File: src/rtl/tuner_phy_pkg.sv
// Shared types for the tuner PHY command sequencer: PHY commands, PHY status,
// sequencer FSM states and failure codes.
package tuner_phy_pkg;

    typedef enum logic [4:0] {
        CMD_NOP    = 5'd0,
        CMD_INIT   = 5'd1,
        CMD_SEARCH = 5'd2,
        CMD_LOCK   = 5'd3,
        CMD_UNLOCK = 5'd4
    } tuner_cmd_e;

    typedef enum logic [4:0] {
        PHY_IDLE   = 5'd0,
        PHY_ACTIVE = 5'd1,
        PHY_DONE   = 5'd2,
        PHY_ERROR  = 5'd3
    } tuner_state_e;

    typedef enum logic [2:0] {
        SEQ_IDLE,
        SEQ_ISSUE,
        SEQ_WAIT,
        SEQ_LOCKED,
        SEQ_UNLOCK_ISSUE,
        SEQ_UNLOCK_WAIT,
        SEQ_FAIL
    } tuner_seq_state_e;

    typedef enum logic [1:0] {
        SEQ_ERR_NONE    = 2'd0,
        SEQ_ERR_PHY     = 2'd1,
        SEQ_ERR_TIMEOUT = 2'd2
    } tuner_seq_err_e;

    // Lock phases run INIT -> SEARCH -> LOCK; anything else restarts at INIT.
    function automatic tuner_cmd_e next_phase(input tuner_cmd_e phase);
        case (phase)
            CMD_INIT:   return CMD_SEARCH;
            CMD_SEARCH: return CMD_LOCK;
            default:    return CMD_INIT;
        endcase
    endfunction

endpackage

File: src/rtl/tuner_seq_timer.sv
// Per-command wait timer: saturating cycle counter plus an arm flag that is set
// once the PHY reports anything other than DONE, so a stale DONE is ignored.
module tuner_seq_timer
    import tuner_phy_pkg::*;
#(
    parameter int TIMEOUT_CYCLES = 1024
) (
    input  logic         clk,
    input  logic         rst,
    input  logic         clear,
    input  logic         enable,
    input  tuner_state_e phy_state,
    output logic         expired,
    output logic         armed
);

    localparam int CW = (TIMEOUT_CYCLES > 1) ? $clog2(TIMEOUT_CYCLES) : 1;
    localparam logic [CW-1:0] LAST = CW'(TIMEOUT_CYCLES - 1);

    logic [CW-1:0] cnt_q;
    logic          arm_q;

    always_ff @(posedge clk) begin
        if (rst || clear) begin
            cnt_q <= '0;
            arm_q <= 1'b0;
        end else if (enable) begin
            // Hold at the last count instead of wrapping back to zero.
            if (cnt_q != LAST) begin
                cnt_q <= cnt_q + 1'b1;
            end
            if (phy_state != PHY_DONE) begin
                arm_q <= 1'b1;
            end
        end
    end

    assign expired = enable && (cnt_q == LAST);
    assign armed   = arm_q;

endmodule

File: src/rtl/tuner_cmd_seq.sv
// Tuner lock sequencer: issues INIT, SEARCH, LOCK to the PHY with retry on
// error/timeout, and UNLOCK on request. All outputs are registered.
module tuner_cmd_seq
    import tuner_phy_pkg::*;
#(
    parameter int TIMEOUT_CYCLES = 1024,
    parameter int MAX_RETRY      = 3
) (
    input  logic                               clk,
    input  logic                               rst,
    input  logic                               i_start,
    input  logic                               i_stop,
    output tuner_cmd_e                         o_cmd,
    output logic                               o_cmd_valid,
    input  logic                               i_cmd_ready,
    input  tuner_state_e                       i_phy_state,
    output logic                               o_busy,
    output logic                               o_locked,
    output logic                               o_error,
    output tuner_seq_err_e                     o_err_code,
    output logic [$clog2(MAX_RETRY+1)-1:0]     o_retry_cnt
);

    localparam int RW = $clog2(MAX_RETRY + 1);

    tuner_seq_state_e state_q, state_d;
    tuner_cmd_e       phase_q, phase_d;
    tuner_cmd_e       cmd_q, cmd_d;
    tuner_seq_err_e   err_q, err_d;
    logic [RW-1:0]    retry_q, retry_d;
    logic             stop_pend_q, stop_pend_d;
    logic             valid_q, busy_q, locked_q, error_q;

    logic in_wait, xfer, done_ok, phy_err, tmr_expired, tmr_armed;

    assign in_wait = (state_q == SEQ_WAIT) || (state_q == SEQ_UNLOCK_WAIT);
    assign xfer    = valid_q && i_cmd_ready;
    assign done_ok = tmr_armed && (i_phy_state == PHY_DONE);
    assign phy_err = (i_phy_state == PHY_ERROR);

    // Holding clear outside the WAIT states gives a fresh count and disarmed
    // flag on the first WAIT cycle.
    tuner_seq_timer #(
        .TIMEOUT_CYCLES(TIMEOUT_CYCLES)
    ) u_timer (
        .clk      (clk),
        .rst      (rst),
        .clear    (!in_wait),
        .enable   (in_wait),
        .phy_state(i_phy_state),
        .expired  (tmr_expired),
        .armed    (tmr_armed)
    );

    always_comb begin
        state_d     = state_q;
        phase_d     = phase_q;
        err_d       = err_q;
        retry_d     = retry_q;
        stop_pend_d = stop_pend_q;

        case (state_q)
            SEQ_IDLE: begin
                if (i_start && !i_stop) begin
                    state_d     = SEQ_ISSUE;
                    phase_d     = CMD_INIT;
                    retry_d     = '0;
                    err_d       = SEQ_ERR_NONE;
                    stop_pend_d = 1'b0;
                end
            end
            SEQ_FAIL: begin
                if (i_stop) begin
                    state_d = SEQ_IDLE;
                end else if (i_start) begin
                    state_d     = SEQ_ISSUE;
                    phase_d     = CMD_INIT;
                    retry_d     = '0;
                    err_d       = SEQ_ERR_NONE;
                    stop_pend_d = 1'b0;
                end
            end
            SEQ_ISSUE: begin
                // A stop seen while offering a command waits for the handshake.
                if (xfer) begin
                    stop_pend_d = 1'b0;
                    state_d     = (stop_pend_q || i_stop) ? SEQ_UNLOCK_ISSUE : SEQ_WAIT;
                end else if (i_stop) begin
                    stop_pend_d = 1'b1;
                end
            end
            SEQ_WAIT: begin
                if (i_stop) begin
                    state_d = SEQ_UNLOCK_ISSUE;
                end else if (done_ok) begin
                    if (phase_q == CMD_LOCK) begin
                        state_d = SEQ_LOCKED;
                    end else begin
                        phase_d = next_phase(phase_q);
                        state_d = SEQ_ISSUE;
                    end
                end else if (phy_err || tmr_expired) begin
                    err_d = phy_err ? SEQ_ERR_PHY : SEQ_ERR_TIMEOUT;
                    if (int'(retry_q) < MAX_RETRY) begin
                        retry_d = retry_q + 1'b1;
                        phase_d = CMD_INIT;
                        state_d = SEQ_ISSUE;
                    end else begin
                        state_d = SEQ_FAIL;
                    end
                end
            end
            SEQ_LOCKED: begin
                if (i_stop) begin
                    state_d = SEQ_UNLOCK_ISSUE;
                end
            end
            SEQ_UNLOCK_ISSUE: begin
                if (xfer) begin
                    state_d = SEQ_UNLOCK_WAIT;
                end
            end
            SEQ_UNLOCK_WAIT: begin
                if (done_ok) begin
                    state_d = SEQ_IDLE;
                end else if (phy_err) begin
                    err_d   = SEQ_ERR_PHY;
                    state_d = SEQ_FAIL;
                end else if (tmr_expired) begin
                    err_d   = SEQ_ERR_TIMEOUT;
                    state_d = SEQ_FAIL;
                end
            end
            default: begin
                state_d = SEQ_IDLE;
            end
        endcase
    end

    always_comb begin
        cmd_d = cmd_q;
        if (state_d == SEQ_UNLOCK_ISSUE) begin
            cmd_d = CMD_UNLOCK;
        end else if (state_d == SEQ_ISSUE) begin
            cmd_d = phase_d;
        end
    end

    always_ff @(posedge clk) begin
        if (rst) begin
            state_q     <= SEQ_IDLE;
            phase_q     <= CMD_INIT;
            cmd_q       <= CMD_INIT;
            err_q       <= SEQ_ERR_NONE;
            retry_q     <= '0;
            stop_pend_q <= 1'b0;
            valid_q     <= 1'b0;
            busy_q      <= 1'b0;
            locked_q    <= 1'b0;
            error_q     <= 1'b0;
        end else begin
            state_q     <= state_d;
            phase_q     <= phase_d;
            cmd_q       <= cmd_d;
            err_q       <= err_d;
            retry_q     <= retry_d;
            stop_pend_q <= stop_pend_d;
            valid_q     <= (state_d == SEQ_ISSUE) || (state_d == SEQ_UNLOCK_ISSUE);
            busy_q      <= !((state_d == SEQ_IDLE) || (state_d == SEQ_LOCKED) ||
                             (state_d == SEQ_FAIL));
            locked_q    <= (state_d == SEQ_LOCKED);
            error_q     <= (state_d == SEQ_FAIL);
        end
    end

    assign o_cmd       = cmd_q;
    assign o_cmd_valid = valid_q;
    assign o_busy      = busy_q;
    assign o_locked    = locked_q;
    assign o_error     = error_q;
    assign o_err_code  = err_q;
    assign o_retry_cnt = retry_q;

endmodule

File: config.mk
export PLATFORM = sky130hd
export DESIGN_NAME = tuner_cmd_seq
export DESIGN_NICKNAME = d
export VERILOG_FILES = /design/src/rtl/tuner_phy_pkg.sv /design/src/rtl/tuner_seq_timer.sv /design/src/rtl/tuner_cmd_seq.sv
export SDC_FILE = /design/constraint.sdc
export NUM_CORES = 1
export LEC_CHECK = 0
export CAP_MARGIN = 40
export CORE_AREA = 2 2 83 85
export CTS_CLUSTER_SIZE = 20
export DETAILED_ROUTE_END_ITERATION = 8
export DIE_AREA = 0 0 85 87
export PLACE_DENSITY_LB_ADDON = 0.12
export SYNTH_ARGS = -nofsm -noshare
export SYNTH_HDL_FRONTEND = slang
export SYNTH_HIERARCHICAL = 1
export SYNTH_SLANG_ARGS = --single-unit
export TNS_END_PERCENT = 50
File: constraint.sdc
create_clock -name clk -period 5.99 [get_ports clk]
set_input_delay 0.8985 -clock clk [delete_from_list [all_inputs] [get_ports clk]]
set_output_delay 0.8985 -clock clk [all_outputs]
set_load 0.01 [all_outputs]
==> results.tsv <==
stage	metric	value	unit
sta	# setup viols final	0	
worst_setup_path	CP startpoint kind	flop	
clocking	CTS tree	done	
run_status	run status	finished clean	
floorplanning	Initial Utilization	0.2880	
power_and_ir_drop	Switching Share	0.2778	
clocking	Bufs on Longest Clock Path	2	
sta	skew final	4.642	ps
finish	share of cells above drive strength 1	0.1107	
floorplanning	io pins	23	
sta	Peak Freq	0.2849	GHz
detailed_routing	DRT iter0 DRCs	147	
floorplanning	# rows	30	
yosys	Main synth FF type	dfxtp_1	
worst_setup_path	Crit. End Element	flop	
worst_setup_path	Worst path top cell family by delay	simple AND/OR/NAND/NOR gates	
floorplanning	Die W	85	um
worst_setup_path	CP arrival	3680	ps
yosys	syn_area_per_cell	8.483	um^2
clocking	clk root buf	clkbuf_8	
worst_setup_path	crit path cell chain	and2b_1, nand2_1, nand2_1, and2_1, nand2_1, nor2_1, nor2b_1, a31o_2, o31a_2, a2111oi_4, nand2b_2, o21ai_1, a221o_1	
sta	unrepaired setup endpoints after global routing	no	
detailed_routing	Initial DRT Pass Iterations	4	
yosys	Netlist Area Pre-Place	0.001892	mm^2
sta	Tmin final	3510	ps
hold_path	Hold Path End	u_timer/armed	
clocking	cts bufs inserted	5	
worst_setup_path	Top cell by count, worst path	nand2_1	
worst_setup_path	r2r setup slk	2480	ps
detailed_routing	Post-Route WL	4604	um
clocking	Worst-path clk slew	70	ps
hold_path	Hold Startpoint	u_timer/armed	
flow_run	number of max-cap violations	0	
worst_setup_path	end of the worst register-to-register path	o_cmd[0]	
detailed_routing	via count	1729	
power_and_ir_drop	VDD IR max	82.96	uV
placed_design	IO buf count	22	
yosys	EDFF count, synth	0	
worst_setup_path	Slowest-stage cell, CP	dfxtp_1	
finish	nets	255	
clocking	worst-skew pair later-pin latency	280	ps
worst_setup_path	reg2reg path depth	13	
clocking	cts repair resizes	0	
placed_design	Final Wtd Congestion	0.7877	
power_and_ir_drop	fraction of power consumed by sequential logic	0.454	
yosys	Post-Synthesis Cells	223	
worst_setup_path	Critical Path RT	6160	ps
finish	# fillers	679	
detailed_routing	DRC viols	0	
hold_path	hold depth	2	
clocking	setup bufs post-CTS	0	
clocking	CTS sink cnt	33	
sta	fin crit share	0.5859	
finish	Area Growth Syn to Fin	19.05	%
sta	endpoints failing hold	0	
yosys	share of flip-flops with an asynchronous set or reset	0	
detailed_routing	Vias per Instance	5.336	
power_and_ir_drop	Switch Pwr	0.0001480	W
grt	GRT Overall Usage	0.1295	
power_and_ir_drop	clock share of power	0.345	
floorplanning	Die ar.	0.007395	mm^2
clocking	Max H-tree Level	2	
worst_setup_path	crit path kind	flop to flop	
yosys	Seq cells post-synth	33	
finish	Post-Layout Cell Count	324	
finish	n_diodes	0	
floorplanning	floorplan core area	0.006569	mm^2
sta	Worst-Margin Slew	597.6	ps
placed_design	placed cells	316	
power_and_ir_drop	leakage	0.7572	nW
floorplanning	chip height	87	um
worst_setup_path	worst reg2reg startpoint	state_q[1]	
grt	largest net degree at the start of global routing	23	
detailed_routing	Final ANT Viol Nets	0	
sta	Relative slew margins	0.5986	
worst_setup_path	WP buf/inv	0	
power_and_ir_drop	PD cells	236.5	mW/mm^2
sta	final setup TNS	0	ps
power_and_ir_drop	combinational share of power	0.201	
detailed_routing	WL per Instance	14.21	um
yosys	Synth cell types	64	
power_and_ir_drop	total power	0.0005327	W
clocking	Hold-fix buffers, CTS	0	
yosys	syn nets	235	
yosys	Seq/Total Area, Yosys	0.3492	
power_and_ir_drop	P_int	0.0003847	W
yosys	Syn. warnings	6	
grt	antenna violations before repair	0	
sta	Final Max Tran Viols	0	
placed_design	dpl hpwl	3382	um
grt	Remaining Overflow, GRT	0	
grt	vias in the first global route	1572	
grt	first-pass GRT wire length	7665	um
hold_path	Hold Crit Class	flop to flop	
worst_setup_path	crit-path max cell delay	550	ps
worst_setup_path	Crit Path Max Fanout	13	
finish	fin util	0.3429	
==> cells in the final DEF (no fill, tap or decap), drive strengths merged, types with 2 or more instances in the layout <==
master / n
a211oi: 7
a41oi: 2
nor2: 21
a22o: 2
a32oi: 2
dfxtp: 33
a31oi: 7
and2: 6
clkbuf: 7
nand3: 9
nor2b: 4
nor4b: 4
ha: 2
nand2: 19
clkdlybuf4s50: 22
or3: 2
o211ai: 4
and3: 5
and4: 3
inv: 10
nand4: 2
o221ai: 2
nor4: 5
nor3: 9
o21ai: 12
o31a: 2
nand2b: 5
a21oi: 12
==> cell usage after synthesis (2+ instances only) <==
cell type,instances,area [um^2]
nor3_1,9,45.04
nor2b_1,4,25.02
buf_6,3,33.78
clkbuf_1,4,15.01
a32oi_1,2,17.52
a211oi_1,7,52.55
a41oi_1,2,17.52
nand2b_1,4,25.02
a21oi_1,12,60.06
o221ai_1,2,17.52
nand2_1,19,71.32
and2_1,5,31.28
inv_1,10,37.54
nand3_1,8,40.04
or3_1,2,12.51
and3_1,3,18.77
o21ai_0,11,55.05
buf_4,2,15.01
nor4b_1,3,26.28
o211ai_1,4,30.03
and4_1,2,17.52
a31oi_1,6,37.54
and3_2,2,15.01
a22o_1,2,17.52
dfxtp_1,33,660.6
nor2_1,20,75.07
ha_1,2,25.02
nor4_1,4,25.02
==> layer usage <==
metal  track usage  vias to the layer above  routed length [um]
met5             0                        -                   0
met4       0.05051                        0                  60
met3       0.02844                        6                 205
met2        0.1903                       35                2039
met1        0.1840                      809                2298
li1              -                      879                   -
==> registers in the layout, summed over array words and instances (netlist names), 2 cells and up <==
register	count
o_cmd	5
o_err_code	2
o_retry_cnt	2
phase_q	5
state_q	3
u_timer/cnt_q	10
==> worst max-delay path by stage <==
stage                    from        to  slack, ps  depth (start not counted)
2_1_floorplan      state_q[2]  o_cmd[0]       2960                         14
4_1_cts            state_q[1]  o_cmd[0]       2470                         13
5_1_grt            state_q[1]  o_cmd[0]       2120                         12
3_5_place_dp   i_phy_state[3]  o_cmd[0]       2350                          7
6_report           state_q[1]  o_cmd[0]       2480                         13
3_3_place_gp   i_phy_state[3]  o_cmd[0]       2350                          7
==> power groups by stage <==
stage	clock network, W	registers (W)	logic [W]
floorplan	0	0.000244	0.0000726
global placement	0	0.000248	0.000109
detailed placement	0	0.000247	0.000107
CTS	0.000190	0.000242	0.000108
global route	0.000199	0.000243	0.000118
finish	0.000184	0.000242	0.000107
==> worst min-delay path, stage by stage, from the launching register on <==
cell and delay, ps:
dfxtp_1 320, inv_1 50, a21oi_1 50
==> final cells by class <==
type,count,area [um^2],share of cell area
Multi-Input combinational cell,170,1125,0.4994
Timing Repair Buffer,23,227.7,0.1011
Sequential cell,33,660.6,0.2933
Clock buffer,7,96.34,0.04278
Inverter,10,37.54,0.01667
Tap cell,80,100.1,0.04444
Clock inverter,1,5.005,0.002222
==> through the flow <==
step | cell area (um^2) | hold slack [ps] | setup WS, ps
2_1_floorplan | 1892 | 421.1 | 2959
3_3_place_gp | 2151 | 439.2 | 2347
3_5_place_dp | 2151 | 441.5 | 2348
4_1_cts | 2252 | 451.5 | 2473
5_1_grt | 2252 | 485.6 | 2124
6_report | 2252 | 456.4 | 2480
==> cell families after synthesis <==
logic type,after synthesis,synth area share
adder cells (fa/ha/maj),2,0.01323
buffers and inverters,20,0.05621
flip-flops,33,0.3492
XOR/XNOR,2,0.009261
AO/OA/AOI/OAI,64,0.2447
AND/OR/NAND/NOR,102,0.3274
Power figures use the tool's default switching activity.
